File: src/rtl/spart_pkg.sv
// Shared SPART definitions: transmitter/receiver state encoding and default frame geometry.
package spart_pkg;

  typedef enum logic [1:0] {IDLE, START, DATA, STOP} tx_state_t;

  localparam int SPART_OVS    = 16;
  localparam int SPART_DATA_W = 8;

endpackage

File: src/rtl/spart_bit_timer.sv
// OVS-modulo tick counter: counts baud enables and flags the last enable of a bit period.
module spart_bit_timer #(
  parameter int OVS = 16
) (
  input  logic clk,
  input  logic rst,
  input  logic enable,
  input  logic clear,
  output logic bit_done
);

  localparam int TW = (OVS > 1) ? $clog2(OVS) : 1;

  logic [TW-1:0] tick;

  // OVS is a power of two, so the natural binary wrap gives the modulo.
  always_ff @(posedge clk or posedge rst) begin
    if (rst)
      tick <= '0;
    else if (clear)
      tick <= '0;
    else if (enable)
      tick <= tick + 1'b1;
  end

  assign bit_done = enable && (tick == TW'(OVS - 1));

endmodule

File: src/rtl/spart_tx.sv
// SPART transmitter: one-byte holding buffer feeding an 8N1 shift register, txd fully registered.
module spart_tx
  import spart_pkg::*;
#(
  parameter int DATA_W = SPART_DATA_W,
  parameter int OVS    = SPART_OVS
) (
  input  logic              clk,
  input  logic              rst,
  input  logic              enable,
  input  logic              load,
  input  logic [DATA_W-1:0] tx_data,
  output logic              txd,
  output logic              tbr
);

  localparam int BW = $clog2(DATA_W) + 1;

  tx_state_t         state;
  logic [DATA_W-1:0] hold;
  logic [DATA_W-1:0] shift;
  logic              full;
  logic [BW-1:0]     bit_idx;
  logic              bit_done;
  logic              xfer;

  // Hold->shift transfer happens from IDLE, or straight out of a finished stop bit.
  assign xfer = full && ((state == IDLE) || ((state == STOP) && bit_done));

  spart_bit_timer #(.OVS(OVS)) u_timer (
    .clk      (clk),
    .rst      (rst),
    .enable   (enable),
    .clear    (xfer),
    .bit_done (bit_done)
  );

  always_ff @(posedge clk or posedge rst) begin
    if (rst) begin
      state   <= IDLE;
      hold    <= '0;
      shift   <= '0;
      full    <= 1'b0;
      tbr     <= 1'b1;
      bit_idx <= '0;
      txd     <= 1'b1;
    end else begin
      // tbr tracks the next value of full, so a load is only seen while the buffer is empty.
      if (xfer) begin
        full <= 1'b0;
        tbr  <= 1'b1;
      end else if (load && tbr) begin
        hold <= tx_data;
        full <= 1'b1;
        tbr  <= 1'b0;
      end

      if (xfer) begin
        shift <= hold;
        state <= START;
        txd   <= 1'b0;
      end else begin
        case (state)
          START: begin
            if (bit_done) begin
              state   <= DATA;
              bit_idx <= '0;
              txd     <= shift[0];
            end
          end
          DATA: begin
            if (bit_done) begin
              shift   <= shift >> 1;
              bit_idx <= bit_idx + 1'b1;
              if (bit_idx == BW'(DATA_W - 1)) begin
                state <= STOP;
                txd   <= 1'b1;
              end else begin
                txd <= shift[1];
              end
            end
          end
          STOP: begin
            if (bit_done) begin
              state <= IDLE;
              txd   <= 1'b1;
            end
          end
          default: begin
            txd <= 1'b1;
          end
        endcase
      end
    end
  end

endmodule
File: config.mk
export PLATFORM = sky130hd
export DESIGN_NAME = spart_tx
export DESIGN_NICKNAME = d
export VERILOG_FILES = /design/src/rtl/spart_pkg.sv /design/src/rtl/spart_bit_timer.sv /design/src/rtl/spart_tx.sv
export SDC_FILE = /design/constraint.sdc
export NUM_CORES = 1
export LEC_CHECK = 0
export CAP_MARGIN = 20
export CELL_PAD_IN_SITES_DETAIL_PLACEMENT = 1
export CELL_PAD_IN_SITES_GLOBAL_PLACEMENT = 2
export CORE_MARGIN = 5
export CORE_UTILIZATION = 38
export DETAILED_ROUTE_END_ITERATION = 16
export HOLD_SLACK_MARGIN = 0.1
export PLACE_DENSITY = 0.85
export SYNTH_ARGS = -nofsm -noshare
export SYNTH_HDL_FRONTEND = slang
export SYNTH_SLANG_ARGS = --single-unit
File: constraint.sdc
create_clock -name clk -period 2.1 [get_ports clk]
set_clock_uncertainty 0.2 [all_clocks]
set_input_delay 0.42 -clock clk [delete_from_list [all_inputs] [get_ports clk]]
set_output_delay 0.42 -clock clk [all_outputs]
set_load 0.01 [all_outputs]
==> results of run 1 <==
flip-flops by register name (all words and copies together) (netlist names):
| name | count |
|---|---|
| bit_idx | 4 |
| full | 1 |
| hold | 8 |
| shift | 8 |
| state | 2 |
| tbr | 1 |
| txd | 1 |
| u_timer.tick | 4 |
per-stage QoR:
stage               cell area (sq um)  power, mW  hold WS [ns]  instances
detailed placement               1700       1.74         0.290        187
CTS                              1840       2.45         0.305        196
floorplan                        1460       1.48         0.268        119
global route                     1870       2.58         0.324        196
global placement                 1700       1.67         0.284        187
finish                           1870       2.42         0.299        196
cell families (layout without fill, tap and decap cells):
kind of cell | after synthesis | in the layout
and+or+nand+nor | 25 | 25
AOI/OAI and AO/OA | 19 | 19
DFF | 29 | 29
xor gates and xnor gates | 3 | 3
buffers and inverters | 10 | 39
muxes | 26 | 26
adders and majority gates | 7 | 7
cells in the final DEF, fill, tap and decap left out, drive strengths merged, types with 2 or more instances in the layout:
master,netlist,layout
mux2i,4,4
o22ai,2,2
clkbuf,0,5
o21ai,5,5
nand3,3,3
dfstp,2,2
o211ai,2,2
xor2,2,2
bufinv,0,2
clkdlybuf4s50,0,13
mux2,22,22
buf,3,11
inv,7,7
a21oi,4,4
dfrtp,27,27
ha,7,7
nor2,8,8
a22o,2,2
nor3,2,2
nand2,8,8
what timing repair did:
| item | in CTS | in global routing |
|---|---|---|
| buffers inserted | 1 | 0 |
| resized for setup | 1 | 7 |
| setup endpoints to repair | 5 | 9 |
power by group through the flow:
stage	Combinational (mW)	Sequential, mW	Clock [mW]
5_1_grt	0.870	0.988	0.722
3_3_place_gp	0.721	0.949	0
2_1_floorplan	0.561	0.923	0
6_report	0.779	0.954	0.683
3_5_place_dp	0.767	0.968	0
4_1_cts	0.789	0.955	0.701
path summary, 6_finish.rpt:
| path | startpoint | endpoint | slack [ns] |
|---|---|---|---|
| max in group asynchronous | rst | tbr$_DFFE_PP1P_ | 1.07 |
| worst min register to register | hold[0]$_DFFE_PP0P_ | hold[0]$_DFFE_PP0P_ | 0.30 |
| worst min-delay path | hold[0]$_DFFE_PP0P_ | hold[0]$_DFFE_PP0P_ | 0.30 |
| worst max register to register | u_timer.tick[1]$_DFFE_PP0P_ | shift[4]$_DFFE_PP0P_ | 0.09 |
| min in group asynchronous | rst | shift[1]$_DFFE_PP0P_ | 0.32 |
| worst max-delay path | tbr$_DFFE_PP1P_ | tbr | 0.08 |
per-layer routing:
metal	vias to the layer above	GRT usage, %
met2	14	24.7
met4	0	5.64
met1	520	13.7
met5	-	0
met3	6	3.32
li1	480	-
cell type report:
class                   count  area share (%)
well taps                  48            3.21
inverters                   7            1.41
clock inverters             3            3.48
clock buffers               5            3.68
repair buffers             24            11.4
multi-input cells          80            37.9
flip-flops and latches     29            39.0
==> results.sh, run 1 <==
export IMPL_status="finished clean"
export IMPL_final_antenna_net_count=0
export IMPL_die_w_microns=72.0
export IMPL_cap_violations=0
export IMPL_synth_top_cell_by_area="dfrtp_1"
export IMPL_die_area_sq_um=5180
export IMPL_slowest_stage="dfstp_2"
export IMPL_portBuffers=13
export IMPL_antenna_found_initial=0
export IMPL_r2r_cells=6
export IMPL_register_area_sq_um=728
export IMPL_layout_nets=166
export IMPL_ys_dominant_reg_cell="dfrtp_1"
export IMPL_p_comb_share_pct=32.3
export IMPL_place_ws_ns=-0.213
export IMPL_tightest_slew_ns=0.380
export IMPL_nFillCells=408
export IMPL_fp_coreArea_sq_um=3690
export IMPL_path_clk_slew_ns=0.06
export IMPL_finalHoldViolCount=0
export IMPL_crit_path_start_kind="register"
export IMPL_first_pass_iters=3
export IMPL_ys_async_sr_fraction_pct=100
export IMPL_setup_tns_final_ns=0
export IMPL_wl_met3_microns=100
export IMPL_ir_worst_vdd_mv=0.683
export IMPL_vias_per_cell=5.20
export IMPL_first_iter_violations=34
export IMPL_period_needed_ns=2.02
export IMPL_drt_total_wl_microns=2940
export IMPL_grt_pass1_wl_microns=5160
export IMPL_syn_cell_area_sq_um=1460
export IMPL_ys_seq_elements=29
export IMPL_power_density_nw_per_um2=1290
export IMPL_synth_area_leaders="dfrtp_1 (46%), mux2_2 (17%), ha_1 (6.0%), dfstp_2 (3.6%), mux2i_1 (2.7%)"
export IMPL_cts_num_sinks=29
export IMPL_synth_compound_area_share_pct=10.1
export IMPL_setup_viol=0
export IMPL_die_h_microns=72.0
export IMPL_cts_buffers=5
export IMPL_synthCells=119
export IMPL_cts_buffer_depth=2
export IMPL_num_vias=1020
export IMPL_multiInputGateArea_sq_um=708
export IMPL_crit_chain="clkdlybuf4s50_1"
export IMPL_synthAdderAreaFrac_pct=6.00
export IMPL_synth_most_common_cell="dfrtp_1"
export IMPL_drive_gt1_share_pct=33.8
export IMPL_cp_num_buf_inv=1
export IMPL_power_switching_uw=701
export IMPL_max_freq_mhz=495
export IMPL_synth_mux_area_share_pct=19.7
export IMPL_wl_per_cell_microns=15.0
export IMPL_grt_pass1_vias=1151
export IMPL_synthTopCellsByCount="dfrtp_1 (27), mux2_2 (22)"
export IMPL_h_tree_depth=2
export IMPL_min_path_cells=1
export IMPL_clk_latency_ns=0.28
export IMPL_worstSetupPathDepth=1
export IMPL_place_congestion=0.826
export IMPL_synth_xor_area_share_pct=1.80
export IMPL_wl_met2_microns=1610
export IMPL_ctsHoldBuffers=0
export IMPL_start_util_pct=39.6
export IMPL_dp_hpwl_microns=2210
export IMPL_ys_seq_area_share_pct=49.9
export IMPL_crit_path_end_kind="primary output"
export IMPL_area_growth_pct=28.0
export IMPL_io_pins=14
export IMPL_synth_edf_count=0
export IMPL_routed_top_layer="met4"
export IMPL_setup_slack_ns=0.0813
export IMPL_slew_viol_final=0
export IMPL_grtUsageTotal_pct=13.1
export IMPL_syn_avg_cell_area_sq_um=12.3
export IMPL_grt_max_degree=30
export IMPL_crit_fanout=4
export IMPL_worstPathArrival_ns=1.40
export IMPL_synth_top_family_by_area="multiplexers"
export IMPL_synth_cell_types=31
export IMPL_synth_top_cell_area_share_pct=46.3
export IMPL_cts_root_buf="clkbuf_8"
export IMPL_p_sw_share_pct=29.0
export IMPL_synth_simple_area_share_pct=8.83
export IMPL_min_path_type="register to register"
export IMPL_yosysWarnings=0
export IMPL_final_period_utilization_pct=96.1
export IMPL_cpLargestDelayFamily="flip-flops"
export IMPL_slew_headroom_pct=74.7
export IMPL_cpPeakStageDelay_ns=0.58
export IMPL_p_int_mw=1.72
export IMPL_cp_required_ns=1.48
export IMPL_synth_net_count=138
export IMPL_num_antenna_cells=0
export IMPL_critPathKind="register to primary output"
export IMPL_num_rows=22
export IMPL_met1Wirelength_microns=1180
export IMPL_drc=0
export IMPL_clock_power_share_pct=28.3
export IMPL_p_leak_nw=0.806
export IMPL_power_frac_seq_pct=39.5
export IMPL_cts_tree="built"
export IMPL_final_util_pct=50.7
export IMPL_gr_total_overflow=0
No activity file was read; power rests on OpenSTA's default activity.
==> run 2, diff against run 1 <==
SLEW_MARGIN = 30   (was default)
==> results of run 2 <==
Final layout, timing and power as in run 1 (identical DEF).
==> run 3, diff against run 2 <==
CORE_ASPECT_RATIO = 0.5   (was default)
==> results.sh, run 3 (synthesis results as in run 1) <==
export IMPL_h_tree_depth=2
export IMPL_cts_root_buf="clkbuf_8"
export IMPL_cap_violations=0
export IMPL_max_freq_mhz=489
export IMPL_io_pins=14
export IMPL_final_period_utilization_pct=97.4
export IMPL_final_antenna_net_count=0
export IMPL_final_cell_area_sq_um=1840
export IMPL_clk_latency_ns=0.29
export IMPL_slew_viol_final=0
export IMPL_worstPathArrival_ns=2.02
export IMPL_grt_max_degree=30
export IMPL_grtUsageTotal_pct=12.4
export IMPL_finalHoldViolCount=0
export IMPL_crit_fanout=8
export IMPL_drc=0
export IMPL_critPathKind="register to register"
export IMPL_cts_buffers=5
export IMPL_r2r_slack_ns=0.06
export IMPL_drive_gt1_share_pct=34.0
export IMPL_drt_total_wl_microns=2900
export IMPL_power_density_nw_per_um2=1250
export IMPL_dp_hpwl_microns=2070
export IMPL_period_needed_ns=2.04
export IMPL_top_regs="hold: 8 flops, shift: 8 flops"
export IMPL_die_w_microns=97.7
export IMPL_die_area_sq_um=5260
export IMPL_final_cell_mix="dfrtp_1 (27), mux2_2 (22), clkdlybuf4s50_1 (13)"
export IMPL_num_rows=15
export IMPL_vias_per_cell=4.91
export IMPL_cts_tree="built"
export IMPL_portBuffers=13
export IMPL_tightest_slew_ns=0.409
export IMPL_r2r_cells=6
export IMPL_setup_viol=0
export IMPL_endpoint="shift[4]$_DFFE_PP0P_"
export IMPL_ctsHoldBuffers=0
export IMPL_first_pass_iters=4
export IMPL_final_common_cell="dfrtp_1"
export IMPL_first_iter_violations=18
export IMPL_cts_buffer_depth=2
export IMPL_setup_tns_final_ns=0
export IMPL_layout_nets=165
export IMPL_grt_pass1_vias=1082
export IMPL_r2r_end="shift[4]$_DFFE_PP0P_"
export IMPL_status="finished clean"
export IMPL_slew_headroom_pct=72.6
export IMPL_start_util_pct=40.9
export IMPL_crit_path_end_kind="register"
export IMPL_cp_required_ns=2.07
export IMPL_path_clk_slew_ns=0.06
export IMPL_p_total_mw=2.30
export IMPL_num_antenna_cells=0
export IMPL_antenna_found_initial=0
export IMPL_reg2reg_from="u_timer.tick[0]$_DFFE_PP0P_"
export IMPL_register_area_sq_um=728
export IMPL_fp_coreArea_sq_um=3570
export IMPL_crit_start="u_timer.tick[0]$_DFFE_PP0P_"
export IMPL_grt_pass1_wl_microns=4890
export IMPL_ir_worst_vdd_mv=0.669
export IMPL_crit_path_start_kind="register"
export IMPL_multiInputGateArea_sq_um=704
export IMPL_cts_num_sinks=29
export IMPL_min_path_type="register to register"
export IMPL_p_leak_nw=0.785
export IMPL_gr_total_overflow=0
export IMPL_die_h_microns=53.8
export IMPL_area_growth_pct=25.7
export IMPL_dpl_instance_area_sq_um=1690
export IMPL_nFillCells=395
export IMPL_place_congestion=0.788
export IMPL_num_vias=972
export IMPL_wl_per_cell_microns=14.6
[run 3: routing by layer]
metal,track usage (%),share of wire [%],vias up
met5,0,0,-
met4,7.59,1.7,0
met3,3.88,2.7,5
met2,20.6,48,14
met1,14.5,47,478
li1,-,-,475
[run 3: per-stage QoR]
step	instances	utilization (%)	worst slack (ns)	hold WS (ns)
finish	198	51.5	0.0553	0.303
global route	198	51.5	-0.00420	0.321
CTS	197	50.5	0.00375	0.304
detailed placement	189	47.5	-0.221	0.290
global placement	189	47.5	-0.191	0.283
floorplan	119	-	0.164	0.268
[run 3: layout make-up]
cell class | count | area share (%)
multi-input cells | 80 | 38.4
inverters | 7 | 1.43
flip-flops and latches | 29 | 39.7
repair buffers | 23 | 11.2
clock inverters | 2 | 1.91
clock buffers | 6 | 3.95
well taps | 51 | 3.48
[run 3: repair_timing]
item / CTS / global route
endpoints found under the setup margin: 0 / 13
resized for setup: 0 / 7
buffers inserted: 0 / 1
[run 3: worst min path at each step]
stage                      startpoint                endpoint  depth (start not counted)
6_report          hold[3]$_DFFE_PP0P_    shift[3]$_DFFE_PP0P_                          1
5_1_grt           hold[0]$_DFFE_PP0P_    shift[0]$_DFFE_PP0P_                          1
4_1_cts           hold[3]$_DFFE_PP0P_    shift[3]$_DFFE_PP0P_                          1
3_5_place_dp      hold[3]$_DFFE_PP0P_    shift[3]$_DFFE_PP0P_                          1
3_3_place_gp   bit_idx[1]$_DFFE_PP0P_  bit_idx[1]$_DFFE_PP0P_                          2
2_1_floorplan  bit_idx[1]$_DFFE_PP0P_  bit_idx[1]$_DFFE_PP0P_                          2
[run 3: power by group]
group / internal, mW / switching [mW]
combinational: 0.439 / 0.337
sequential: 0.803 / 0.148
clock: 0.351 / 0.219
[run 3: worst max-delay path: stages, from the launching register on]
cell     delay, ns
dfrtp_1       0.41
ha_2          0.20
and4_2        0.26
buf_4         0.16
nand2_8       0.09
mux2_2        0.33
mux2_2        0.26
